===== src/rtl/lcd_pio_seq_pkg.sv =====
// Shared constants for the LCD control PIO: register map, bit positions and sequencer states.
// The optional interrupt feature is selected with LCD_PIO_IRQ_EN.
package lcd_pio_pkg;

   localparam logic [2:0] ADDR_DATA     = 3'd0;
   localparam logic [2:0] ADDR_SET      = 3'd1;
   localparam logic [2:0] ADDR_CLR      = 3'd2;
   localparam logic [2:0] ADDR_PULSE    = 3'd3;
   localparam logic [2:0] ADDR_STATUS   = 3'd4;
   localparam logic [2:0] ADDR_IRQ_MASK = 3'd5;

   localparam int START_BIT = 31;
   localparam int DONE_BIT  = 1;
   localparam int BUSY_BIT  = 0;

   typedef enum logic [1:0] {
      IDLE    = 2'd0,
      ASSERT  = 2'd1,
      RECOVER = 2'd2
   } seq_state_e;

   function automatic int max3(input int a, input int b, input int c);
      int m;
      m = (a > b) ? a : b;
      return (m > c) ? m : c;
   endfunction

endpackage


===== src/rtl/lcd_pio_seq_if.sv =====
// Avalon-MM slave bus bundle for the LCD control PIO (zero wait states, combinational readdata).
interface lcd_pio_seq_if;
   logic [2:0]  address;
   logic        chipselect;
   logic        write_n;
   logic [31:0] writedata;
   logic [31:0] readdata;

   modport master (output address, output chipselect, output write_n, output writedata,
                   input readdata);
   modport slave  (input address, input chipselect, input write_n, input writedata,
                   output readdata);
endinterface


===== src/rtl/lcd_pio_seq_pulse_timer.sv =====
// Pulse sequencer FSM: holds ASSERT for PULSE_CYCLES cycles, then RECOVER for RECOVER_CYCLES,
// then returns to IDLE with a one-cycle done_pulse.
module lcd_pio_pulse_timer
   import lcd_pio_pkg::*;
#(
   parameter int PULSE_CYCLES   = 50000,
   parameter int RECOVER_CYCLES = 6000000
) (
   input  logic clk,
   input  logic reset_n,
   input  logic start,
   output logic busy,
   output logic assert_active,
   output logic done_pulse
);

   localparam int CW = $clog2(max3(PULSE_CYCLES, RECOVER_CYCLES, 2));
   localparam logic [CW-1:0] PULSE_LOAD   = CW'(PULSE_CYCLES - 1);
   localparam logic [CW-1:0] RECOVER_LOAD = CW'((RECOVER_CYCLES > 0) ? RECOVER_CYCLES - 1 : 0);
   localparam logic [CW-1:0] ONE          = CW'(1);
   localparam logic [CW-1:0] ZERO         = CW'(0);

   seq_state_e    state_r, state_s;
   logic [CW-1:0] count_r, count_s;

   // State and counter registers.
   always_ff @(posedge clk or negedge reset_n) begin
      if (!reset_n) begin
         state_r <= IDLE;
         count_r <= ZERO;
      end else begin
         state_r <= state_s;
         count_r <= count_s;
      end
   end

   // Next-state and counter logic; the counter only ever counts down from a load to zero.
   always_comb begin
      state_s    = state_r;
      count_s    = count_r;
      done_pulse = 1'b0;
      case (state_r)
         IDLE: begin
            if (start) begin
               state_s = ASSERT;
               count_s = PULSE_LOAD;
            end else begin
               state_s = IDLE;
            end
         end
         ASSERT: begin
            if (count_r != ZERO) begin
               count_s = count_r - ONE;
            end else if (RECOVER_CYCLES == 0) begin
               state_s    = IDLE;
               done_pulse = 1'b1;
            end else begin
               state_s = RECOVER;
               count_s = RECOVER_LOAD;
            end
         end
         RECOVER: begin
            if (count_r != ZERO) begin
               count_s = count_r - ONE;
            end else begin
               state_s    = IDLE;
               done_pulse = 1'b1;
            end
         end
         default: begin
            state_s = IDLE;
            count_s = ZERO;
         end
      endcase
   end

   assign busy          = (state_r != IDLE);
   assign assert_active = (state_r == ASSERT);

endmodule


===== src/rtl/lcd_pio_seq.sv =====
// Avalon-MM output PIO for TFT LCD control pins with set/clear, readback and a timed pulse on
// one bit. Define LCD_PIO_IRQ_EN to add the IRQ_MASK register and the irq output.
module lcd_pio_seq
   import lcd_pio_pkg::*;
#(
   parameter int               WIDTH          = 8,
   parameter logic [WIDTH-1:0] RESET_VALUE    = '0,
   parameter int               PULSE_CYCLES   = 50000,
   parameter int               RECOVER_CYCLES = 6000000,
   parameter logic             PULSE_LEVEL    = 1'b0
) (
   input  logic             clk,
   input  logic             reset_n,
   lcd_pio_seq_if.slave     bus,
`ifdef LCD_PIO_IRQ_EN
   output logic             irq,
`endif
   output logic [WIDTH-1:0] out_port
);

   logic [WIDTH-1:0] data_r, data_s, out_s;
   logic [4:0]       sel_r;
   logic             done_r, done_s, clr_done_s;
   logic             wr_s, start_s, busy_s, assert_s, done_pulse_s;
   logic [31:0]      rd_s;
`ifdef LCD_PIO_IRQ_EN
   logic             mask_r, mask_s, irq_r;
`endif

   lcd_pio_pulse_timer #(
      .PULSE_CYCLES   (PULSE_CYCLES),
      .RECOVER_CYCLES (RECOVER_CYCLES)
   ) u_timer (
      .clk           (clk),
      .reset_n       (reset_n),
      .start         (start_s),
      .busy          (busy_s),
      .assert_active (assert_s),
      .done_pulse    (done_pulse_s)
   );

   // Write decode; a start is only accepted from IDLE with an in-range bit select.
   always_comb begin
      wr_s       = bus.chipselect & ~bus.write_n;
      data_s     = data_r;
      start_s    = 1'b0;
      clr_done_s = 1'b0;
`ifdef LCD_PIO_IRQ_EN
      mask_s     = mask_r;
`endif
      if (wr_s) begin
         case (bus.address)
            ADDR_DATA:   data_s = bus.writedata[WIDTH-1:0];
            ADDR_SET:    data_s = data_r | bus.writedata[WIDTH-1:0];
            ADDR_CLR:    data_s = data_r & ~bus.writedata[WIDTH-1:0];
            ADDR_PULSE:  start_s = bus.writedata[START_BIT] & ~busy_s &
                                   ({1'b0, bus.writedata[4:0]} < 6'(WIDTH));
            ADDR_STATUS: clr_done_s = bus.writedata[DONE_BIT];
`ifdef LCD_PIO_IRQ_EN
            ADDR_IRQ_MASK: mask_s = bus.writedata[0];
`endif
            default:     data_s = data_r;
         endcase
      end else begin
         data_s = data_r;
      end
      // Completion wins over a simultaneous clear.
      done_s = done_pulse_s ? 1'b1 : (clr_done_s ? 1'b0 : done_r);
   end

   // Programmer-visible registers.
   always_ff @(posedge clk or negedge reset_n) begin
      if (!reset_n) begin
         data_r <= RESET_VALUE;
         sel_r  <= 5'd0;
         done_r <= 1'b0;
`ifdef LCD_PIO_IRQ_EN
         mask_r <= 1'b0;
         irq_r  <= 1'b0;
`endif
      end else begin
         data_r <= data_s;
         sel_r  <= start_s ? bus.writedata[4:0] : sel_r;
         done_r <= done_s;
`ifdef LCD_PIO_IRQ_EN
         mask_r <= mask_s;
         irq_r  <= done_s & mask_s;
`endif
      end
   end

   // Output mux: the selected bit is overridden only while the sequencer is in ASSERT.
   always_comb begin
      out_s = data_r;
      for (int i = 0; i < WIDTH; i++) begin
         if (assert_s && (sel_r == 5'(i))) out_s[i] = PULSE_LEVEL;
         else                             out_s[i] = data_r[i];
      end
   end

   // Zero-wait-state read mux.
   always_comb begin
      rd_s = 32'd0;
      case (bus.address)
         ADDR_DATA:     rd_s[WIDTH-1:0] = data_r;
         ADDR_PULSE:    rd_s = {busy_s, 26'd0, sel_r};
         ADDR_STATUS:   rd_s = {30'd0, done_r, busy_s};
`ifdef LCD_PIO_IRQ_EN
         ADDR_IRQ_MASK: rd_s = {31'd0, mask_r};
`endif
         default:       rd_s = 32'd0;
      endcase
   end

   assign bus.readdata = rd_s;
   assign out_port     = out_s;
`ifdef LCD_PIO_IRQ_EN
   assign irq          = irq_r;
`endif

endmodule


===== src/flat_wrapper.sv =====
// flat-port wrapper written by rule: the top's interface ports become plain ports
module lcd_pio_seq_flat import lcd_pio_pkg::*;
#(
   parameter int               WIDTH          = 8,
   parameter logic [WIDTH-1:0] RESET_VALUE    = '0,
   parameter int               PULSE_CYCLES   = 50000,
   parameter int               RECOVER_CYCLES = 6000000,
   parameter logic             PULSE_LEVEL    = 1'b0
)
  (clk, reset_n, out_port, bus_address, bus_chipselect, bus_write_n, bus_writedata, bus_readdata);
  lcd_pio_seq_if bus_i ();
  input  logic clk;
  input  logic reset_n;
  output logic [WIDTH-1:0] out_port;
  input wire logic [$bits(bus_i.address)-1:0] bus_address;
  input wire logic [$bits(bus_i.chipselect)-1:0] bus_chipselect;
  input wire logic [$bits(bus_i.write_n)-1:0] bus_write_n;
  input wire logic [$bits(bus_i.writedata)-1:0] bus_writedata;
  output wire logic [$bits(bus_i.readdata)-1:0] bus_readdata;
  assign bus_i.address = bus_address;
  assign bus_i.chipselect = bus_chipselect;
  assign bus_i.write_n = bus_write_n;
  assign bus_i.writedata = bus_writedata;
  assign bus_readdata = bus_i.readdata;
  lcd_pio_seq #(.WIDTH(WIDTH), .RESET_VALUE(RESET_VALUE), .PULSE_CYCLES(PULSE_CYCLES), .RECOVER_CYCLES(RECOVER_CYCLES), .PULSE_LEVEL(PULSE_LEVEL)) u_core (.clk(clk), .reset_n(reset_n), .bus(bus_i), .out_port(out_port));
endmodule

===== config.mk =====
export PLATFORM = sky130hd
export DESIGN_NAME = lcd_pio_seq_flat
export DESIGN_NICKNAME = d
export VERILOG_FILES = /design/src/rtl/lcd_pio_seq_pkg.sv /design/src/rtl/lcd_pio_seq_if.sv /design/src/rtl/lcd_pio_seq_pulse_timer.sv /design/src/rtl/lcd_pio_seq.sv /design/src/flat_wrapper.sv
export SDC_FILE = /design/constraint.sdc
export NUM_CORES = 1
export LEC_CHECK = 0
export ABC_AREA = 1
export CORE_UTILIZATION = 49
export DETAILED_ROUTE_END_ITERATION = 7
export HOLD_SLACK_MARGIN = 0.12
export PLACE_DENSITY = 0.92
export SLEW_MARGIN = 40
export SYNTH_ARGS = -nofsm -noshare
export SYNTH_HDL_FRONTEND = slang
export SYNTH_SLANG_ARGS = --single-unit
export TNS_END_PERCENT = 5

===== constraint.sdc =====
create_clock -name clk -period 1.95 [get_ports clk]
set_input_delay 0.195 -clock clk [delete_from_list [all_inputs] [get_ports clk]]
set_output_delay 0.195 -clock clk [all_outputs]
set_load 0.01 [all_outputs]

==> flow_metrics.py <==
metrics = {
    "worst_setup_path": {
        "worstPathArrival_ns": 1.66,
        "rr_startpoint": "u_core.u_timer.count_r[4]",
        "slowest_delay_ns": 0.44,
        "rr_endpoint": "u_core.u_timer.count_r[2]",
        "crit_type": "input pin to output port",
        "worst_path_max_delay_cell": "clkdlybuf4s50_1",
        "required_ns": 1.75,
        "cp-start-kind": "input pin",
        "endpoint_kind": "output port",
        "cp_cell_sequence": "clkdlybuf4s50_1, or2_2, or2_4, o21ai_0, clkdlybuf4s15_2",
        "reg2regPathDepth": 8,
        "crit_cells": 5,
        "cp-endpoint": "bus_readdata[4]",
        "critPathBufInv": 2,
        "r2r_slack_ns": 0.11,
        "path_delay_family": "buffers and inverters",
        "crit_fanout": 8,
        "cp-startpoint": "bus_address[0]",
    },
    "logic_synthesis": {
        "synthesis.area_mm2": 0.00280,
        "seq_area_frac_synth_pct": 34.8,
        "synth.top_cell.area_share_pct": 34.8,
        "avgSynthCellArea_um2": 6.84,
        "synth-main-ff-cell": "dfrtp_1",
        "synth_edf_count": 0,
        "yosysWarnings": 0,
        "async_flop_share_pct": 100,
        "ys_types": 36,
        "synth_area_leaders": "dfrtp_1 35%, nand2_1 14%, nor2_1 9.5%",
        "syn-instance-count": 410,
        "synth_top_cell_by_area": "dfrtp_1",
        "ys_seq_elements": 39,
    },
    "drt": {
        "initialDrtViolationCount": 236,
        "postRouteAntennaNets": 0,
        "routedWlPerCell_um": 14.1,
        "via_per_inst": 5.41,
        "totalWireLength_um": 7640,
        "via_count": 2928,
        "firstDrtPassIters": 5,
        "drcViolationCount": 0,
    },
    "placement": {
        "pre_cts_ws_ns": -0.303,
        "dpl_cell_area_mm2": 0.00328,
        "port_buffers": 32,
        "gp_congestion": 0.933,
        "dp_hpwl_um": 5750,
    },
    "global_routing": {
        "antenna_found_initial": 0,
        "grt_pass1_wl_um": 12600,
        "grtUsageMet1_pct": 30.1,
        "overflow": 0,
        "grtUsageMet3_pct": 7.06,
        "gr-usage-all-layers_pct": 26.5,
        "grt_pass1_vias": 2871,
        "gr-max-usage-layer": "met2",
        "grt_use_met2_pct": 46.2,
        "grt_max_degree": 17,
    },
    "clocking": {
        "h-tree-depth": 2,
        "clkLatencyLatePin_ns": 0.30,
        "cts_setup_buffers": 0,
        "cts_tree": "done",
        "clockBufferDepth": 2,
        "numCtsBuffers": 5,
        "clock-root-buffer": "clkbuf_8",
        "clkTransAtPathRegs_ns": 0.09,
        "cts_num_sinks": 39,
    },
    "power": {
        "combPwrFrac_pct": 15.7,
        "peakVddDrop_v": 0.000458,
        "powerDensity_mw_per_mm2": 575,
        "internal_power_mw": 1.51,
        "p_sw_share_pct": 24.8,
        "leakage_nw": 1.80,
        "clkPwrFrac_pct": 41.2,
        "power.switching_mw": 0.497,
        "p_seq_share_pct": 43.1,
    },
    "floorplanning": {
        "core_mm2": 0.00551,
        "ioPinCount": 79,
        "dieArea_mm2": 0.00603,
        "die-width_um": 77.6,
        "die_h_um": 77.6,
        "placementRows": 27,
        "start_util_pct": 50.9,
    },
    "timing": {
        "finalSetupViolations": 0,
        "hold_violations": 0,
        "clock.fmax_mhz": 540,
        "period_minus_slack_ns": 1.85,
        "fin_crit_sh_pct": 95.0,
        "fin_skew_ns": 0.0110,
        "setup_slack_ns": 0.0983,
        "rsz0062_at_grt": "true",
        "finalMaxSlewViolations": 0,
        "hold_ws_ns": 0.334,
    },
    "job": {
        "cap_violations": 0,
    },
    "layout": {
        "mostFrequentLayoutCells": "100 x nand2_1, 63 x nor2_1, 51 x inv_1",
        "drive_above_1_share_pct": 13.4,
        "synthToLayoutAreaGrowth_pct": 24.1,
        "nFillCells": 479,
        "final_nets": 509,
        "finalInstanceArea_mm2": 0.00348,
        "diodes": 0,
        "fin_util_pct": 63.2,
        "final_common_cell": "nand2_1",
    },
    "hold_path": {
        "hp-class": "input pin to asynchronous set/reset pin",
    },
    "run_status": {
        "status": "finished clean",
    },
}
## routing by layer
metal	share of wire, %	vias up
met3	7.2	25
met1	40	1380
met5	0	-
met2	50	142
met4	2.7	0
li1	-	1381
## cells by family (layout without fill, tap and decap cells)
kind of cell,count (synthesis),in the layout,share of synthesized area (%)
flops,39,39,34.8
fa+ha+maj,2,2,0.892
compound gates,59,59,12.3
buf+inv,80,117,14.2
xor+xnor,5,5,1.56
simple gates,224,224,36.1
other cells,1,23,0.134
## stage by stage
step / power (mW) / cells / TNS [ns]
after global routing: 2.08 / 541 / -0.231
after global placement: 1.21 / 532 / -1.83
final: 2.00 / 541 / 0
after detailed placement: 1.21 / 532 / -2.12
after CTS: 2.01 / 541 / -0.129
after floorplan: 1.07 / 432 / 0
## power groups by stage
stage	combinational [mW]	clock (mW)	sequential, mW
6_report	0.314	0.825	0.864
5_1_grt	0.343	0.867	0.869
4_1_cts	0.319	0.831	0.864
3_5_place_dp	0.333	0	0.879
3_3_place_gp	0.329	0	0.879
2_1_floorplan	0.198	0	0.875
## worst register-to-register path, cell delays in order, from the launching register on
cell and delay [ns]:
dfrtp_1 0.43, nor2_2 0.17, nand2_1 0.20, nor2_1 0.24, nand4_2 0.24, nand2_2 0.22, nor2_1 0.08, o21ai_0 0.08
nand2_1 0.07
## synth_stat cells (3+ instances only)
cell      count
o21ai_0      21
a21oi_1      10
o22ai_1       4
nand3b_1      3
o31a_1        3
nor2_1       71
xor2_1        4
a31oi_1       4
buf_4        23
dfrtp_1      39
o21a_1        5
nor2_2        3
nor2_4        4
nand3_1      19
inv_1        52
nand4_1      10
nor3_1        4
nand2_1     101
o21ai_1       8
## flip-flops by register name (all words and copies together) (netlist names)
signal / flops
u_core.u_timer.state_r: 2
u_core.u_timer.count_r: 23
u_core.done_r: 1
u_core.data_r: 8
u_core.sel_r: 5
## cell type report
cell class	count	area [µm²]	share of cell area, %
Sequential cell	39	976	28.0
Clock buffer	5	68.8	1.98
Clock inverter	3	67.6	1.94
Inverter	54	205	5.90
Timing Repair Buffer	55	509	14.6
Multi-Input combinational cell	313	1560	44.9
Tap cell	72	90.1	2.59
## worst min path at each step
stage,from,end,slack [ns],cells past startpoint
final,reset_n,u_core.u_timer.count_r[7],0.33,2
after global routing,reset_n,u_core.u_timer.count_r[7],0.34,2
after CTS,reset_n,u_core.u_timer.count_r[7],0.33,2
after detailed placement,reset_n,u_core.u_timer.count_r[6],0.12,1
after global placement,reset_n,u_core.u_timer.count_r[6],0.11,1
after floorplan,reset_n,u_core.data_r[0],-0.10,0
## what timing repair did
| item | CTS | global route |
|---|---|---|
| gates resized for setup | 22 | 19 |
| hold buffers | 1 | 0 |
| gates cloned | 0 | 0 |
| endpoints found under the hold margin | 12 | 0 |
| endpoints found under the setup margin | 16 | 34 |
No activity file was read; power rests on OpenSTA's default activity.
